**config.mk**
```make
export PLATFORM = sky130hd
export DESIGN_NAME = jtag_tap_controller
export DESIGN_NICKNAME = d
export VERILOG_FILES = /design/src/rtl/jtag_tap_controller.sv
export SDC_FILE = /design/constraint.sdc
export NUM_CORES = 1
export LEC_CHECK = 0
export ABC_AREA = 1
export CAP_MARGIN = 20
export CORE_UTILIZATION = 48
export DETAILED_ROUTE_END_ITERATION = 6
export DONT_BUFFER_PORTS = 1
export GPL_ROUTABILITY_DRIVEN = 0
export HOLD_SLACK_MARGIN = 0.02
export PLACE_DENSITY = 0.65
export SLEW_MARGIN = 30
export SYNTH_ARGS = -nofsm -noshare
export SYNTH_HDL_FRONTEND = slang
export SYNTH_SLANG_ARGS = --single-unit
```
**constraint.sdc**
```tcl
create_clock -name i_TCK -period 1.1 [get_ports i_TCK]
set_input_delay 0.22 -clock i_TCK [delete_from_list [all_inputs] [get_ports i_TCK]]
set_output_delay 0.22 -clock i_TCK [all_outputs]
set_load 0.03 [all_outputs]
```
**src/rtl/jtag_tap_controller.sv**
```systemverilog
// IEEE 1149.1-style TAP controller driving a 4-bit scannable chain.
// Optional build macro JTAG_IDCODE_EN adds a 32-bit ID register selected by OP_IDCODE.
module jtag_tap_controller #(
    parameter int                  IR_WIDTH     = 4,
    parameter logic [IR_WIDTH-1:0] OP_BYPASS    = {IR_WIDTH{1'b1}},
    parameter logic [IR_WIDTH-1:0] OP_SCAN      = IR_WIDTH'(2),
    parameter logic [IR_WIDTH-1:0] OP_IDCODE    = IR_WIDTH'(1),
    parameter logic [31:0]         IDCODE_VALUE = 32'h0000_0001
) (
    input  logic                i_TCK,
    input  logic                i_RESET,
    input  logic                i_TMS,
    input  logic                i_TDI,
    input  logic                i_chain_TDO,
    output logic                o_chain_TDI,
    output logic                o_TST,
    output logic                o_TDO,
    output logic                o_TDO_en,
    output logic [3:0]          o_state,
    output logic [IR_WIDTH-1:0] o_IR,
    output logic                o_update_DR
);

    typedef enum logic [3:0] {
        EX2_DR = 4'h0, EX1_DR = 4'h1, SH_DR  = 4'h2, PAU_DR = 4'h3,
        SEL_IR = 4'h4, UPD_DR = 4'h5, CAP_DR = 4'h6, SEL_DR = 4'h7,
        EX2_IR = 4'h8, EX1_IR = 4'h9, SH_IR  = 4'hA, PAU_IR = 4'hB,
        RTI    = 4'hC, UPD_IR = 4'hD, CAP_IR = 4'hE, TLR    = 4'hF
    } tap_state_e;

`ifdef JTAG_IDCODE_EN
    localparam logic [IR_WIDTH-1:0] RST_IR = OP_IDCODE;
`else
    localparam logic [IR_WIDTH-1:0] RST_IR = OP_BYPASS;
`endif

    tap_state_e          state_q, state_d;
    logic [IR_WIDTH-1:0] ir_sh_q, ir_sh_d;
    logic [IR_WIDTH-1:0] ir_q, ir_d;
    logic                byp_q, byp_d;
    logic                dr_tdo;

    always_ff @(posedge i_TCK or posedge i_RESET) begin
        if (i_RESET) begin
            state_q <= TLR;
            ir_sh_q <= '0;
            ir_q    <= RST_IR;
            byp_q   <= 1'b0;
        end else begin
            state_q <= state_d;
            ir_sh_q <= ir_sh_d;
            ir_q    <= ir_d;
            byp_q   <= byp_d;
        end
    end

    always_comb begin
        state_d = state_q;
        case (state_q)
            TLR:     state_d = i_TMS ? TLR    : RTI;
            RTI:     state_d = i_TMS ? SEL_DR : RTI;
            SEL_DR:  state_d = i_TMS ? SEL_IR : CAP_DR;
            CAP_DR:  state_d = i_TMS ? EX1_DR : SH_DR;
            SH_DR:   state_d = i_TMS ? EX1_DR : SH_DR;
            EX1_DR:  state_d = i_TMS ? UPD_DR : PAU_DR;
            PAU_DR:  state_d = i_TMS ? EX2_DR : PAU_DR;
            EX2_DR:  state_d = i_TMS ? UPD_DR : SH_DR;
            UPD_DR:  state_d = i_TMS ? SEL_DR : RTI;
            SEL_IR:  state_d = i_TMS ? TLR    : CAP_IR;
            CAP_IR:  state_d = i_TMS ? EX1_IR : SH_IR;
            SH_IR:   state_d = i_TMS ? EX1_IR : SH_IR;
            EX1_IR:  state_d = i_TMS ? UPD_IR : PAU_IR;
            PAU_IR:  state_d = i_TMS ? EX2_IR : PAU_IR;
            EX2_IR:  state_d = i_TMS ? UPD_IR : SH_IR;
            UPD_IR:  state_d = i_TMS ? SEL_DR : RTI;
            default: state_d = TLR;
        endcase
    end

    // Capture pattern 01 lets a host confirm IR length and chain integrity.
    always_comb begin
        ir_sh_d = ir_sh_q;
        ir_d    = ir_q;
        byp_d   = byp_q;
        if (state_q == CAP_IR) ir_sh_d = {{(IR_WIDTH-2){1'b0}}, 2'b01};
        if (state_q == SH_IR)  ir_sh_d = {i_TDI, ir_sh_q[IR_WIDTH-1:1]};
        if (state_d == TLR)
            ir_d = RST_IR;
        else if (state_q == UPD_IR)
            ir_d = ir_sh_q;
        if (state_q == CAP_DR) byp_d = 1'b0;
        if (state_q == SH_DR)  byp_d = i_TDI;
    end

`ifdef JTAG_IDCODE_EN
    logic [31:0] id_q, id_d;

    always_ff @(posedge i_TCK or posedge i_RESET) begin
        if (i_RESET) id_q <= '0;
        else         id_q <= id_d;
    end

    always_comb begin
        id_d = id_q;
        if (ir_q == OP_IDCODE) begin
            if (state_q == CAP_DR) id_d = IDCODE_VALUE;
            if (state_q == SH_DR)  id_d = {i_TDI, id_q[31:1]};
        end
    end

    always_comb begin
        if (ir_q == OP_SCAN)        dr_tdo = i_chain_TDO;
        else if (ir_q == OP_IDCODE) dr_tdo = id_q[0];
        else                        dr_tdo = byp_q;
    end
`else
    logic unused_idcode;
    assign unused_idcode = ^{IDCODE_VALUE, OP_IDCODE};

    always_comb begin
        if (ir_q == OP_SCAN) dr_tdo = i_chain_TDO;
        else                 dr_tdo = byp_q;
    end
`endif

    always_comb begin
        o_TDO = 1'b0;
        if (state_q == SH_IR) o_TDO = ir_sh_q[0];
        if (state_q == SH_DR) o_TDO = dr_tdo;
    end

    assign o_chain_TDI = i_TDI;
    assign o_TST       = (state_q == SH_DR) && (ir_q == OP_SCAN);
    assign o_TDO_en    = (state_q == SH_IR) || (state_q == SH_DR);
    assign o_update_DR = (state_q == UPD_DR);
    assign o_state     = state_q;
    assign o_IR        = ir_q;

endmodule

```
==> results_dict.tcl <==
set metrics [dict create \
    worstSetupStartpointType "register" \
    grt_max_degree 14 \
    synth_compound_area_share_pct 12.04 \
    syn_to_final_growth_pct 84.25 \
    grt-ovfl-total 0 \
    arrival_ps 1860 \
    fin_ws_ps -543.7 \
    die_area_um2 1630 \
    numCtsBuffers 3 \
    crit_end "o_IR[1]" \
    vias_per_cell 5.993 \
    antenna_cells 0 \
    drive_gt1_share_pct 61.94 \
    finClkSkew_ps 17.54 \
    finalSetupViolations 25 \
    syn_area_um2 706.9 \
    core_um2 1334 \
    grt_pass1_vias 766 \
    num-nets-final 140 \
    synth_top_family_by_area "simple AND/OR/NAND/NOR gates" \
    startpoint "o_state[3]" \
    synth_top_area_share_pct 29.73 \
    finalWirelength_mm 3.279 \
    hold_viol 0 \
    min_period_over_period_pct 149.4 \
    synth.area.top_cells "dfstp_2 (30%), dfrtp_1 (18%), inv_1 (9.0%), nand2_1 (9.0%), nor2_1 (5.3%)" \
    hpwl_mm 1.299 \
    clk_pin_slew_worst_paths_ps 90 \
    syn_nets 96 \
    status "finished, violations left" \
    r2r_cells 7 \
    vias 893 \
    yosys.area.top_type "dfstp_2" \
    yosysSeqAreaShare_pct 47.43 \
    syn_inst 91 \
    fin_tns_setup_ps -7587 \
    synth_xor_area_share_pct 0 \
    p_leak_nw 0.6560 \
    die_h_um 40.38 \
    h-tree-depth 1 \
    syn_area_per_cell_um2 7.768 \
    critPathSlowestCell "dfstp_2" \
    start_util_pct 53.00 \
    antenna_found_initial 0 \
    final_common_cell "buf_6" \
    finalCriticalPeriod_ps 1644 \
    pwr_density_cell_nw_per_um2 3546 \
    critPathKind "reg -> reg" \
    r2r_slack_ps -540 \
    worstPathRequired_ps 1310 \
    synth_simple_gate_area_share_pct 28.32 \
    clk_latency_ps 290 \
    clockRootBuffer "clkbuf_4" \
    clock.fmax_ghz 0.6084 \
    reg2reg_from "o_state[3]" \
    r2r_end "o_IR[1]" \
    synth_mux_area_share_pct 0 \
    grt_setup_unrepaired "yes" \
    grtUsageTotal_pct 34.37 \
    ys_ff_latch 13 \
    initialDrtViolationCount 85 \
    ys_types 20 \
    row_count 13 \
    place_area_um2 962.2 \
    clockBufferDepth 2 \
    peakVddDrop_mv 2.875 \
    drcViolationCount 0 \
    grt_pass1_wl_mm 3.532 \
    cap_viol_max_count 0 \
    cts.sinks 13 \
    avgRoutedWirePerCell_um 22.01 \
    dr.pass1.iters 4 \
    hold_class "in -> reg" \
    io_buffers 0 \
    fin_area_um2 1303 \
    slew_violations 0 \
    ant_nets 0 \
    violations "setup timing" \
    slew_headroom_pct 67.35 \
    worstPathCellList "buf_6 -> buf_12 -> nand2_4 -> clkinv_1 -> nand3_4 -> o21ai_0 -> nand2_1" \
    max_stage_delay_ps 590 \
    critPathCaptureType "register" \
    synthAdderAreaFrac_pct 0 \
    io_pins 18 \
    cts_tree "done" \
    worst_slew_pin_slew_ps 489.2 \
    die_w_um 40.38 \
    mostFrequentLayoutCells "buf_6 (24), inv_1 (14), nand2_1 (13), buf_4 (13), dfstp_2 (8)" \
    ys.warnings.count 0 \
    path_max_fanout 8 \
]
[final cells by class]
class	count	area (µm²)
repair buffers	40	412.9
inverters	21	83.83
well taps	15	18.77
multi-input cells	56	425.4
flip-flops and latches	13	335.3
fillers	18	31.28
clock buffers	4	26.28
[synth_stat cells]
| library cell | number |
|---|---|
| dfstp_2 | 8 |
| nand3_1 | 3 |
| o21ai_0 | 4 |
| o22ai_1 | 3 |
| nor2_4 | 1 |
| nor3_1 | 3 |
| nand2_1 | 17 |
| nand2_2 | 4 |
| buf_4 | 1 |
| a21oi_4 | 1 |
| o21ai_1 | 2 |
| dfrtp_1 | 5 |
| nor2_1 | 10 |
| or2_1 | 1 |
| a21oi_1 | 4 |
| clkinv_1 | 1 |
| inv_2 | 3 |
| nand3_2 | 2 |
| nand4_1 | 1 |
| inv_1 | 17 |
[critical path: cells and delay by family, from the launching register on]
kind | cells | cell delay (ps)
simple gates | 3 | 310
compound gates | 1 | 280
buf+inv | 3 | 360
flops | 1 | 590
[power breakdown]
part	leakage [nW]	total, mW	internal (mW)	switching, mW
Sequential	0.149	1.05	0.790	0.263
Clock	0.0150	0.305	0.141	0.164
Combinational	0.492	3.26	1.47	1.79
Total	0.656	4.62	2.41	2.21
[worst min path at each step]
| stage | startpoint | end | slack, ps | depth (start not counted) |
|---|---|---|---|---|
| after floorplan | i_RESET | byp_q | 90 | 1 |
| after global placement | i_RESET | ir_sh_q[0] | 150 | 1 |
| after detailed placement | i_RESET | ir_sh_q[0] | 150 | 1 |
| after CTS | i_TMS | o_state[0] | 100 | 2 |
| after global routing | i_TMS | o_state[0] | 100 | 2 |
| final | i_TMS | o_state[0] | 110 | 2 |
[per-layer routing]
layer	vias to the layer above	GRT usage, %	share of wire, %
met5	-	0	0
met4	0	11.67	4.5
met3	19	12.78	11
met2	85	60.32	49
met1	423	37.46	35
li1	366	-	-
[registers in the layout, summed over array words and instances (netlist names)]
register and count:
ir_sh_q 4, o_state 4, byp_q 1, o_IR 4
[what timing repair did]
item / 4_1_cts / 5_1_grt
resized for setup: 39 / 19
endpoints found under the setup margin: 24 / 25
hold buffers: 1 / 0
pin swaps: 9 / 7
endpoints found under the hold margin: 5 / 0
setup buffers: 9 / 7
[metrics by stage]
stage          cells  power, mW  hold slack (ps)  setup WS [ps]  utilization (%)
6_report         149      4.619            105.6         -543.7            97.65
5_1_grt          149      4.757            100.3         -787.7            97.65
4_1_cts          145      3.929            95.90         -467.4            90.53
3_5_place_dp     131      2.911            148.3         -261.2            72.14
3_3_place_gp     131      2.860            147.2         -224.0            72.14
2_1_floorplan     91      2.108            91.23         -357.5                -
[cell families (layout without fill, tap and decap cells)]
kind of cell | count (synthesis) | after routing
AO/OA/AOI/OAI | 14 | 14
flip-flops | 13 | 13
AND/OR/NAND/NOR | 42 | 42
buffers and inverters | 22 | 65
(Power assumes the default switching activity.)
